**config.mk**
```make
export PLATFORM = sky130hd
export DESIGN_NAME = ms_master
export DESIGN_NICKNAME = d
export VERILOG_FILES = /design/src/rtl/ms_master.sv
export SDC_FILE = /design/constraint.sdc
export NUM_CORES = 1
export LEC_CHECK = 0
export ABC_CLOCK_PERIOD_IN_PS = 2850
export CAP_MARGIN = 15
export CORE_MARGIN = 2
export CORE_UTILIZATION = 56
export CTS_CLUSTER_DIAMETER = 150
export CTS_CLUSTER_SIZE = 30
export DETAILED_ROUTE_END_ITERATION = 10
export HOLD_SLACK_MARGIN = 0.02
export PLACE_DENSITY_LB_ADDON = 0.1
export SYNTH_ARGS = -nofsm -noshare
export SYNTH_HDL_FRONTEND = slang
export SYNTH_SLANG_ARGS = --single-unit
```
**constraint.sdc**
```tcl
create_clock -name clk -period 2.85 [get_ports clk]
set_input_delay 0.4275 -clock clk [delete_from_list [all_inputs] [get_ports clk]]
set_output_delay 0.4275 -clock clk [all_outputs]
set_load 0.05 [all_outputs]
```
**src/rtl/ms_master.sv**
```systemverilog
// ms_master: initiator of the staggered address/data register-write bus, fed by a small command FIFO.
// Optional transfer/stall statistics counters are compiled in when MS_MASTER_STATS_EN is defined.
`default_nettype none

module ms_master #(
  parameter int AW            = 2,
  parameter int DW            = 8,
  parameter int FIFO_DEPTH    = 4,
  parameter int STALL_TIMEOUT = 16
) (
  input  logic          clk,
  input  logic          rstn,
  input  logic          cmd_valid,
  output logic          cmd_ready,
  input  logic [AW-1:0] cmd_addr,
  input  logic [DW-1:0] cmd_data,
  output logic [AW-1:0] addr,
  output logic [DW-1:0] data,
  input  logic          sready,
  output logic          busy,
  output logic          done,
  output logic          err
`ifdef MS_MASTER_STATS_EN
  ,
  output logic [15:0]   xfer_cnt,
  output logic [15:0]   stall_cnt
`endif
);

  localparam int PW = (FIFO_DEPTH > 1) ? $clog2(FIFO_DEPTH) : 1;
  localparam int CW = $clog2(FIFO_DEPTH + 1);
  localparam int SW = (STALL_TIMEOUT > 1) ? $clog2(STALL_TIMEOUT) : 1;

  localparam logic [CW-1:0] FULL_CNT   = CW'(FIFO_DEPTH);
  localparam logic [SW-1:0] STALL_LAST = SW'(STALL_TIMEOUT - 1);

  localparam logic [1:0] S_IDLE = 2'd0;
  localparam logic [1:0] S_ADDR = 2'd1;
  localparam logic [1:0] S_DATA = 2'd2;

  // Command FIFO
  logic [AW-1:0] mem_addr [FIFO_DEPTH];
  logic [DW-1:0] mem_data [FIFO_DEPTH];
  logic [PW-1:0] wr_ptr;
  logic [PW-1:0] rd_ptr;
  logic [CW-1:0] count;
  logic          full;
  logic          empty;
  logic          push;
  logic          pop;

  // FSM and datapath
  logic [1:0]    state;
  logic [1:0]    state_nxt;
  logic [DW-1:0] hold_data;
  logic [SW-1:0] stall;
  logic [SW-1:0] stall_nxt;
  logic [AW-1:0] addr_nxt;
  logic [DW-1:0] data_nxt;
  logic          done_nxt;
  logic          err_nxt;
  logic          stall_expired;

  assign full          = (count == FULL_CNT);
  assign empty         = (count == '0);
  assign cmd_ready     = ~full;
  assign push          = cmd_valid & cmd_ready;
  assign busy          = ~empty | (state != S_IDLE);
  assign stall_expired = (stall == STALL_LAST);

  always_ff @(posedge clk) begin
    if (push) begin
      mem_addr[wr_ptr] <= cmd_addr;
      mem_data[wr_ptr] <= cmd_data;
    end
  end

  // Power-of-two depth lets the pointers wrap by plain overflow.
  always_ff @(posedge clk or negedge rstn) begin
    if (!rstn) begin
      wr_ptr <= '0;
      rd_ptr <= '0;
      count  <= '0;
    end else begin
      if (push) wr_ptr <= wr_ptr + 1'b1;
      if (pop)  rd_ptr <= rd_ptr + 1'b1;
      case ({push, pop})
        2'b10:   count <= count + 1'b1;
        2'b01:   count <= count - 1'b1;
        default: count <= count;
      endcase
    end
  end

  always_ff @(posedge clk or negedge rstn) begin
    if (!rstn) state <= S_IDLE;
    else       state <= state_nxt;
  end

  always_comb begin
    state_nxt = state;
    case (state)
      S_IDLE:  if (!empty) state_nxt = S_ADDR;
      S_ADDR:  state_nxt = S_DATA;
      S_DATA:  if (sready || stall_expired) state_nxt = S_IDLE;
      default: state_nxt = S_IDLE;
    endcase
  end

  // Address moves only when leaving IDLE and data only when leaving ADDR,
  // so the two bus fields never change on the same edge.
  always_comb begin
    pop       = 1'b0;
    addr_nxt  = addr;
    data_nxt  = data;
    done_nxt  = 1'b0;
    err_nxt   = 1'b0;
    stall_nxt = stall;
    case (state)
      S_IDLE: begin
        if (!empty) begin
          pop      = 1'b1;
          addr_nxt = mem_addr[rd_ptr];
        end
      end
      S_ADDR: data_nxt = hold_data;
      S_DATA: begin
        if (sready) begin
          done_nxt  = 1'b1;
          stall_nxt = '0;
        end else if (stall_expired) begin
          err_nxt   = 1'b1;
          stall_nxt = '0;
        end else begin
          stall_nxt = stall + 1'b1;
        end
      end
      default: stall_nxt = '0;
    endcase
  end

  always_ff @(posedge clk or negedge rstn) begin
    if (!rstn) begin
      addr      <= '0;
      data      <= '0;
      hold_data <= '0;
      stall     <= '0;
      done      <= 1'b0;
      err       <= 1'b0;
    end else begin
      addr  <= addr_nxt;
      data  <= data_nxt;
      stall <= stall_nxt;
      done  <= done_nxt;
      err   <= err_nxt;
      if (pop) hold_data <= mem_data[rd_ptr];
    end
  end

`ifdef MS_MASTER_STATS_EN
  always_ff @(posedge clk or negedge rstn) begin
    if (!rstn) begin
      xfer_cnt  <= '0;
      stall_cnt <= '0;
    end else begin
      if (done && (xfer_cnt != 16'hFFFF))
        xfer_cnt <= xfer_cnt + 16'd1;
      if ((state == S_DATA) && !sready && (stall_cnt != 16'hFFFF))
        stall_cnt <= stall_cnt + 16'd1;
    end
  end
`endif

endmodule

`default_nettype wire

```
==> impl_results.md, run 1 <==
* Unrepaired setup endpoints after global routing: false
* CP max stage delay at around 710 ps
* Via count at 1428
* Worst reg2reg path depth at 6
* Initial antenna violation count at 0
* HP Class: input port to async pin
* Final Util at ~68%
* Slew Limit Headroom at 53.3%
* Global route hottest layer: met2
* Post-Syn Nets at 178
* Avg WL per Cell at 17.1 um
* Total wire length at around 4.6 mm
* Endpoint class of the critical path: output port
* TNS Setup at 0 ps
* First DRT Iteration DRCs at 94
* Max-Cap Viols at 0
* Crit share post-route at ~83%
* Met2 usage at 30.7%
* Clock transition at path regs at 80 ps
* Synth warn at 0
* Worst setup SP type: register
* Worst-margin pin slew at 700 ps
* GRT Total Usage at 18.5%
* Share of cells above drive strength 1 at between 20% and 30%
* First-pass GRT wire length at approximately 7.3 mm
* Slowest-stage cell, CP: clkdlybuf4s50_1
* Clock Latency Late Sink at 340 ps
* Layout overhead on the synthesized area at 18.3%
* Root Buffer: clkbuf_8
* Final hold vios at 0
* GPL Wtd Cong at roughly 0.75
* Worst Slack Setup Final at 493 ps
* Synth Instances at 157
* Detail Placement HPWL at 3.12 mm
* Final setup violation count at 0
* CTS sink cnt at 73
* Maximum VDD drop at 523 uV
* Core area at 0.00504 mm^2
* Initial Util at 57.4%
* PD cells at approximately 1200 mW/mm^2
* Ant diodes at 0
* Post-Synthesis Cell Area at 0.00289 mm^2
* Max Clock Freq at 0.424 GHz
* Cell Rows at 26
* Chip width at ~76 um
* WS Path Type: register to output port
* DRC violations left at 0
* CP Depth at 2
* Fin crit period at ~2400 ps
* Cts hold-fix bufs at 0
* Syn_area_per_cell at 18.4 um^2
* H-tree Lvls at 3
* Port Buf Inserts at 27
* Cts bufs inserted at 9
* Critical path cell sequence: or3b_4, clkdlybuf4s50_1
* Pre-CTS setup slack at around 600 ps
* Static Leak at around 1.3 nW
* Clock skew at 10.2 ps
* Crit path required time at 2420 ps
* Total congestion overflow at 0
* Die Area at 0.00576 mm^2
* Vias in the first global route at around 1400
* CTS tree: done
* Crit path DAT at 1930 ps
* GRT met1 Usage at 22.5%
* # IOs at 28
* Mean number of vias per cell at roughly 5.3
* Nets at roughly 210
* Fillcell total at 338
* CTS Buffer Depth at 2
* Pre-Repair DR Iteration Count at 3
* Largest net degree at the start of global routing at 34
* Met3 usage at 4.50%
* Final ANT Viol Nets at 0
* Placed Area at 0.00323 mm^2
* WP buf/inv at 1
* Status: finished clean
* Die Y-Extent at 75.9 um
* Postcts setup bufs at 0
* CP delay by family, top: buffers and inverters
* Post-layout instance area at 0.00342 mm^2
* Synth cell types at 34
* Crit path max fanout at 6
* Register area share after synthesis at 70.0%
* # resized after CTS at 0
* Final Max Tran Viols at 0
* Register bit total from synthesis at 73
Yosys cell counts:
master	number	area [um^2]
or3_2	1	7.51
and4_1	1	8.76
nand2b_1	1	6.26
buf_2	2	10.0
and3_2	4	30.0
dfrtp_1	33	826
mux2_2	19	214
o21a_1	1	7.51
nand3_1	2	10.0
and3b_1	1	8.76
nor2_1	2	7.51
mux4_1	1	26.3
nand3b_1	2	15.0
and3_1	1	6.26
nand2_1	3	11.3
clkbuf_1	1	3.75
fa_1	1	20.0
nor3_1	3	15.0
or3b_4	1	11.3
nor2b_1	1	6.26
xnor2_1	4	35.0
ha_1	6	75.1
mux2i_1	1	10.0
o32ai_1	2	17.5
buf_6	2	22.5
a21oi_1	1	5.00
edfxtp_1	40	1200
mux2_4	1	15.0
nor3b_1	1	7.51
a31oi_1	1	6.26
mux4_2	9	203
and2_4	1	8.76
inv_1	5	18.8
xor2_1	2	17.5
where the power goes:
group          internal, mW  leakage [nW]  switching [mW]
registers              1.47         0.766           0.269
clock network         0.404        0.0994           0.379
logic                 0.718         0.436           0.729
layer usage:
| metal | share of wire [%] | vias up |
|---|---|---|
| li1 | - | 667 |
| met1 | 43 | 730 |
| met2 | 53 | 25 |
| met3 | 3.0 | 6 |
| met4 | 1.0 | 0 |
| met5 | 0 | - |
kinds of logic (layout without fill, tap and decap cells):
kind of cell             after synthesis  count (layout)  synth area share, %
adder cells (fa/ha/maj)                7               7                 3.29
AO/OA/AOI/OAI                          5               5                 1.25
XOR/XNOR                               6               6                 1.82
flip-flops                            73              73                 70.0
buffers and inverters                 10              50                 1.90
AND/OR/NAND/NOR                       25              25                 5.53
multiplexers                          31              31                 16.2
layout by cell type (no fill, tap or decap), drive strengths merged, types with 2 or more instances in the layout:
cell type,Yosys,routed
and3,5,5
buf,4,2
clkbuf,1,9
clkdlybuf4s50,0,27
clkinv,0,4
dfrtp,33,33
edfxtp,40,40
ha,6,6
inv,5,6
mux2,20,20
mux4,10,10
nand2,3,3
nand3,2,2
nand3b,2,2
nor2,2,2
nor3,3,3
o32ai,2,2
xnor2,4,4
xor2,2,2
area by class of cell:
class,count,area (um^2),share of cell area (%)
clock buffers,9,124,3.62
clock inverters,7,70.1,2.05
inverters,5,18.8,0.548
multi-input cells,74,812,23.7
flip-flops and latches,73,2030,59.2
well taps,70,87.6,2.56
repair buffers,29,285,8.33
worst reg2reg max path, stage by stage (launching register included):
cell and delay (ps):
dfrtp_1 430, or3b_4 440, and2_4 190, inv_1 50
ha_1 200, fa_1 420, mux2_2 270
sequential cells by signal, summed over array words and instances (netlist names):
name       flops
mem_data      32
data           8
hold_data      8
mem_addr       8
stall          4
count          3
addr           2
rd_ptr         2
state          2
wr_ptr         2
done           1
err            1
path summary, 6_finish.rpt:
path | from | end | slack [ps]
setup / recovery | count[1] | cmd_ready | 490
hold / removal | rstn | data[4] | 490
setup reg to reg | count[1] | count[1] | 740
hold reg to reg | data[0] | data[0] | 510
max in group asynchronous | rstn | addr[0] | 2050
min in group clk | data[0] | data[0] | 510
stage by stage:
step	total power, mW	std cells	hold WS (ps)
finish	3.97	267	493
global route	4.20	267	511
global placement	3.14	251	486
CTS	4.02	267	494
floorplan	2.82	157	132
detailed placement	3.24	251	495
No activity file was read; power rests on OpenSTA's default activity.
==> run 2: changes to the inputs <==
ABC_CLOCK_PERIOD_IN_PS = 2200   (was 2850)
clock period = 2.2 ns   (was 2.85 ns; I/O delays follow)
==> impl_results.md, run 2 (same netlist as run 1, synthesis figures left out) <==
* Avg WL per Cell at 16.8 um (was 17.1 um)
* Postcts setup bufs at 0 (unchanged)
* Max-Cap Viols at 0 (unchanged)
* Clock Latency Late Sink at 340 ps (about the same)
* Final setup violation count at 0 (unchanged)
* Most flop-heavy register: mem_data (unchanged)
* Nets at 217 (was 213)
* Crit path max fanout at 6 (unchanged)
* Cts bufs inserted at 9 (unchanged)
* CTS tree: done (unchanged)
* GPL Wtd Cong at 0.768 (was 0.745)
* Final hold vios at 0 (unchanged)
* First DRT Iteration DRCs at 48 (was 94)
* Die Area at 0.00576 mm^2 (unchanged)
* Clock skew at 5.68 ps (was 10.2 ps)
* Cts hold-fix bufs at 0 (unchanged)
* Worst setup SP type: register (unchanged)
* Share of total power in combinational logic at 37.3% (was 36.4%)
* GRT Total Usage at 18.8% (was 18.5%)
* Die Y-Extent at 75.9 um (unchanged)
* Crit share post-route at 96.5%
* Initial Util at 57.4% (unchanged)
* Clock transition at path regs at 80 ps (about the same)
* Endpoint class of the critical path: register (was output port)
* Layout overhead on the synthesized area at 20.8% (was 18.3%)
* Commonest non-fill, non-tap cell in the layout: edfxtp_1 (unchanged)
* Ant diodes at 0 (unchanged)
* Int Pwr at 3.54 mW (was 2.60 mW)
* First-pass GRT wire length at 7.46 mm (was 7.33 mm)
* Total power draw at 5.35 mW (was 3.97 mW)
* Initial antenna violation count at 0 (unchanged)
* Total congestion overflow at 0 (unchanged)
* Maximum VDD drop at 819 uV (was 523 uV)
* Crit path required time at 2430 ps (was 2420 ps)
* Core area at 0.00504 mm^2 (unchanged)
* Share of cells above drive strength 1 at 29.9% (was 27.4%)
* Clock group share of total power at 21.6% (was 19.7%)
* HP Class: input port to async pin (unchanged)
* WS Path Type: register to register (was register to output port)
* # resized after CTS at 2 (was 0)
* Max reg flops at 32 (unchanged)
* Total wire length at 4.56 mm (was 4.55 mm)
* Worst-margin pin slew at 528 ps (was 700 ps)
* TNS Setup at 0 ps (unchanged)
* Port Buf Inserts at 27 (unchanged)
* Largest net degree at the start of global routing at 34 (unchanged)
* Crit path DAT at 2350 ps (was 1930 ps)
* Mean number of vias per cell at 5.42 (was 5.35)
* Chip width at 75.9 um (unchanged)
* Flop pwr share at 41.1% (was 43.9%)
* Vias in the first global route at 1498 (was 1427)
* DRC violations left at 0 (unchanged)
* Max Clock Freq at 0.471 GHz
* # IOs at 28 (unchanged)
* Unrepaired setup endpoints after global routing: false (unchanged)
* Slew Limit Headroom at 64.7% (was 53.3%)
* Static Leak at 1.33 nW (was 1.30 nW)
* Pre-Repair DR Iteration Count at 4 (was 3)
* Detail Placement HPWL at 3.06 mm (was 3.12 mm)
* Cell Rows at 26 (unchanged)
* Via count at 1469 (was 1428)
* Sw power at 1.81 mW (was 1.38 mW)
* PD cells at 1530 mW/mm^2 (was 1160 mW/mm^2)
* Status: finished clean (unchanged)
* Fin crit period at 2120 ps
* Final ANT Viol Nets at 0 (unchanged)
* Switching Share at 33.8% (was 34.7%)
* Final Max Tran Viols at 0 (unchanged)
* CTS sink cnt at 73 (unchanged)
* H-tree Lvls at 3 (unchanged)
* CTS Buffer Depth at 2 (unchanged)
* Root Buffer: clkbuf_8 (unchanged)
* Most frequent cells in the layout: 40 x edfxtp_1, 32 x dfrtp_1, 25 x clkdlybuf4s50_1 (was 40 x edfxtp_1, 33 x dfrtp_1, 27 x clkdlybuf4s50_1)
## run 2: changes by cell type in the layout (fill, tap and decap cells not counted), sizes merged
cell	delta
buf	+4
clkinv	-4
clkbuf	+3
clkdlybuf4s50	-2
dlygate4sd2	+2
inv	+1
## run 2: power by group through the flow
stage               Combinational [mW]  Clock, mW  Sequential (mW)
floorplan                         1.20          0             2.46
global placement                  1.95          0             2.19
detailed placement                2.00          0             2.23
CTS                               2.02       1.19             2.20
global route                      2.16       1.24             2.26
finish                            1.99       1.16             2.20
## run 2: worst paths after layout
path                       startpoint            to  slack (ps)  cells past startpoint
max                          count[1]      count[1]          80                      6
min                              rstn  hold_data[5]         380                      2
max reg2reg                  count[1]      count[1]          80                      6
min reg2reg                   data[0]       data[0]         510                      1
max in group asynchronous        rstn      count[1]        1490                      2
min in group clk              data[0]       data[0]         510                      1
## run 2: layout make-up
type | count | area (um^2)
clock buffer | 12 | 176
clock inverter | 4 | 55.1
fill | 340 | 1550
inverter | 5 | 18.8
multi-input combinational | 74 | 817
sequential | 73 | 2030
tap | 70 | 87.6
timing repair buffer | 33 | 313
## run 2: stage by stage
stage | setup slack, ps | std cells | cell area, um^2 | hold slack, ps | util (%)
2_1_floorplan | 66.3 | 157 | 2890 | 34.4 | -
3_3_place_gp | 106 | 255 | 3260 | 485 | 64.7
3_5_place_dp | 35.1 | 255 | 3260 | 496 | 64.7
4_1_cts | 75.2 | 271 | 3490 | 381 | 69.2
5_1_grt | 13.7 | 271 | 3500 | 421 | 69.3
6_report | 76.8 | 271 | 3500 | 379 | 69.3
## run 2: worst max-delay path, cell delays in order, from the launching register on
cell and delay [ps]:
dfrtp_2 440, or3b_4 440, and2_4 190, inv_1 60, ha_1 190, fa_1 420, mux2_2 270
## run 2: per-layer routing
| layer | part of all wire, % | track usage, % |
|---|---|---|
| met1 | 43 | 24.3 |
| met2 | 51 | 29.5 |
| met3 | 4.3 | 6.48 |
| met4 | 1.9 | 7.60 |
| met5 | 0 | 0 |
==> run 3: changes to the inputs <==
ABC_AREA = 1   (was unset)
==> impl_results.md, run 3 <==
* Final ANT Viol Nets at 0 (unchanged)
* Share of cells above drive strength 1 at 11.0% (was 29.9%)
* Core area at 0.00551 mm^2 (was 0.00504 mm^2)
* CTS sink cnt at 73 (unchanged)
* Cts bufs inserted at 9 (unchanged)
* Initial antenna violation count at 0 (unchanged)
* Pre-Repair DR Iteration Count at 4 (unchanged)
* Max-Cap Viols at 0 (unchanged)
* Slew Limit Headroom at 65.2% (was 64.7%)
* Cell Rows at 27 (was 26)
* Post-synthesis xor/xnor area fraction at 1.65% (was 1.82%)
* Die Area at 0.00630 mm^2 (was 0.00576 mm^2)
* Final Max Tran Viols at 0 (unchanged)
* Commonest non-fill, non-tap cell in the layout: nand2_1 (was edfxtp_1)
* GPL Wtd Cong at 0.760 (was 0.768)
* Crit path max fanout at 3 (was 6)
* Chip width at 79.4 um (was 75.9 um)
* TNS Setup at 0 ps (unchanged)
* Layout overhead on the synthesized area at 18.2% (was 20.8%)
* Final hold vios at 0 (unchanged)
* Synth Instances at 323 (was 157)
* Die Y-Extent at 79.4 um (was 75.9 um)
* Detail Placement HPWL at 3.67 mm (was 3.06 mm)
* Port Buf Inserts at 27 (unchanged)
* Dpl cells at 420 (was 255)
* Post-layout instance area at 0.00376 mm^2 (was 0.00350 mm^2)
* Avg WL per Cell at 12.4 um (was 16.8 um)
* DRC violations left at 0 (unchanged)
* Endpoint class of the critical path: output port (was register)
* Root Buffer: clkbuf_8 (unchanged)
* Total congestion overflow at 0 (unchanged)
* Max Clock Freq at 0.480 GHz (was 0.471 GHz)
* Post-Syn Nets at 344 (was 178)
* # IOs at 28 (unchanged)
* Vias in the first global route at 2088 (was 1498)
* Area contributors post-synth: edfxtp_1 38%, dfrtp_1 26%, nand2_1 14%, inv_1 6.3%, nand3_1 5.2% (was edfxtp_1 42%, dfrtp_1 29%, mux2_2 7.4%, mux4_2 7.0%, ha_1 2.6%)
* Postcts setup bufs at 0 (unchanged)
* CTS Buffer Depth at 2 (unchanged)
* Synth cell types at 21 (was 34)
* First DRT Iteration DRCs at 196 (was 48)
* HP Class: input port to async pin (unchanged)
* Most frequent cells after synthesis: 116 x nand2_1, 53 x inv_1, 40 x edfxtp_1 (was 40 x edfxtp_1, 33 x dfrtp_1, 19 x mux2_2)
* Mux cell area share after synthesis at 0% (was 16.2%)
* Most flop-heavy register: mem_data (unchanged)
* Post-Synth Simple-Gate Area at 22.0% (was 5.53%)
* Largest net degree at the start of global routing at 34 (unchanged)
* Most common cell in the netlist: nand2_1 (was edfxtp_1)
* Async set or reset register ratio after synthesis at 45.2% (unchanged)
* Static Leak at 1.83 nW (was 1.33 nW)
* Ant diodes at 0 (unchanged)
* Unrepaired setup endpoints after global routing: false (unchanged)
* Max reg flops at 32 (unchanged)
* Post-Synth Adder-Cell Area at 2.99% (was 3.29%)
* Via count at 2091 (was 1469)
* WS Path Type: register to output port (was register to register)
* Syn_area_per_cell at 9.85 um^2 (was 18.4 um^2)
* Maximum VDD drop at 840 uV (was 819 uV)
* Top cell type's share of synthesized area at 37.8% (was 41.5%)
* Initial Util at 57.8% (was 57.4%)
* Crit share post-route at 94.6% (was 96.5%)
* CTS tree: done (unchanged)
* Register bit total from synthesis at 73 (unchanged)
* Cts hold-fix bufs at 0 (unchanged)
* Worst hold margin at 398 ps (was 379 ps)
* Most used DFF post-synth: edfxtp_1 (unchanged)
* Placed Area at 0.00353 mm^2 (was 0.00326 mm^2)
* Synth Area in Compound Gates at 0.590% (was 1.25%)
* GRT Total Usage at 20.5% (was 18.8%)
* Post-synth EDFFs at 40 (unchanged)
* Nets at 380 (was 217)
* Status: finished clean (unchanged)
* Crit path DAT at 1750 ps (was 2350 ps)
* H-tree Lvls at 3 (unchanged)
* Clock skew at 5.53 ps (was 5.68 ps)
* Crit path required time at 1870 ps (was 2430 ps)
* Worst setup SP type: register (unchanged)
* Most frequent cells in the layout: 116 x nand2_1, 53 x inv_1, 40 x edfxtp_1 (was 40 x edfxtp_1, 32 x dfrtp_1, 25 x clkdlybuf4s50_1)
* First-pass GRT wire length at 9.65 mm (was 7.46 mm)
* Fin crit period at 2080 ps (was 2120 ps)
* Clock Latency Late Sink at 340 ps (about the same)
* Total wire length at 5.43 mm (was 4.56 mm)
* Post-Synthesis Cell Area at 0.00318 mm^2 (was 0.00289 mm^2)
* Synth warn at 0 (unchanged)
* Clock transition at path regs at 80 ps (about the same)
* Synth area leader: edfxtp_1 (unchanged)
* PD cells at 1470 mW/mm^2 (was 1530 mW/mm^2)
* Worst-margin pin slew at 523 ps (was 528 ps)
* Main combinational cell family by area after synthesis: simple AND/OR/NAND/NOR gates (was multiplexers)
* Fillcell total at 417 (was 340)
* Mean number of vias per cell at 4.80 (was 5.42)
* # resized after CTS at 0 (was 2)
* Cell Count, Final, Fillers Out at 436 (was 271)
* Register area share after synthesis at 63.7% (was 70.0%)
* Final setup violation count at 0 (unchanged)
==> run 3: changes by cell type after synthesis, moves of 5 or more <==
| cell | before | now |
|---|---|---|
| nand2_2 | 0 | 5 |
| nand2_1 | 3 | 116 |
| inv_2 | 0 | 7 |
| nand3_1 | 2 | 33 |
| inv_1 | 5 | 53 |
| mux4_2 | 9 | 0 |
| mux2_2 | 19 | 0 |
==> run 3: cell type report <==
cell class                 instances  area [um^2]  area share, %
inverter                          60          225           5.99
multi-input combinational        181          867           23.0
clock buffer                       9          124           3.29
sequential                        73         2030           53.9
timing repair buffer              34          320           8.51
tap                               72         90.1           2.39
clock inverter                     7          109           2.89
==> run 3: kinds of logic (layout without fill, tap and decap cells) <==
kind of cell / Yosys count / count (layout)
compound gates: 3 / 3
buf+inv: 69 / 110
fa+ha+maj: 7 / 7
simple gates: 165 / 165
xor+xnor: 6 / 6
flops: 73 / 73
==> run 3: worst max-delay path, stage by stage, from the launching register on <==
cell,delay (ps)
dfrtp_1,470
nor2_4,60
nand2_2,80
clkdlybuf4s50_1,800
==> run 3: through the flow <==
stage	setup WS (ps)	power (mW)	utilization [%]
global placement	198	4.29	64.1
CTS	97.7	5.58	68.3
finish	118	5.51	68.3
detailed placement	160	4.35	64.1
floorplan	294	3.76	-
global route	49.2	5.95	68.3
==> run 3: path summary, 6_finish.rpt <==
check | from | end | slack, ps | cells after the start
setup / recovery | count[0] | cmd_ready | 120 | 3
hold / removal | rstn | data[5] | 400 | 2
setup reg to reg | state[0] | count[2] | 300 | 8
hold reg to reg | data[7] | data[7] | 470 | 2
max in group asynchronous | rstn | wr_ptr[1] | 1490 | 2
min in group clk | data[7] | data[7] | 470 | 2
==> run 3: where the power goes <==
group	internal, mW	switching, mW	total, mW
Combinational	0.726	1.41	2.13
Sequential	1.88	0.281	2.16
Clock	0.743	0.475	1.22
==> run 3: layer usage <==
| metal | part of all wire, % | GRT usage, % |
|---|---|---|
| met5 | 0 | 0 |
| met4 | 1.6 | 10.0 |
| met3 | 4.0 | 3.73 |
| met2 | 48 | 33.0 |
| met1 | 47 | 27.0 |
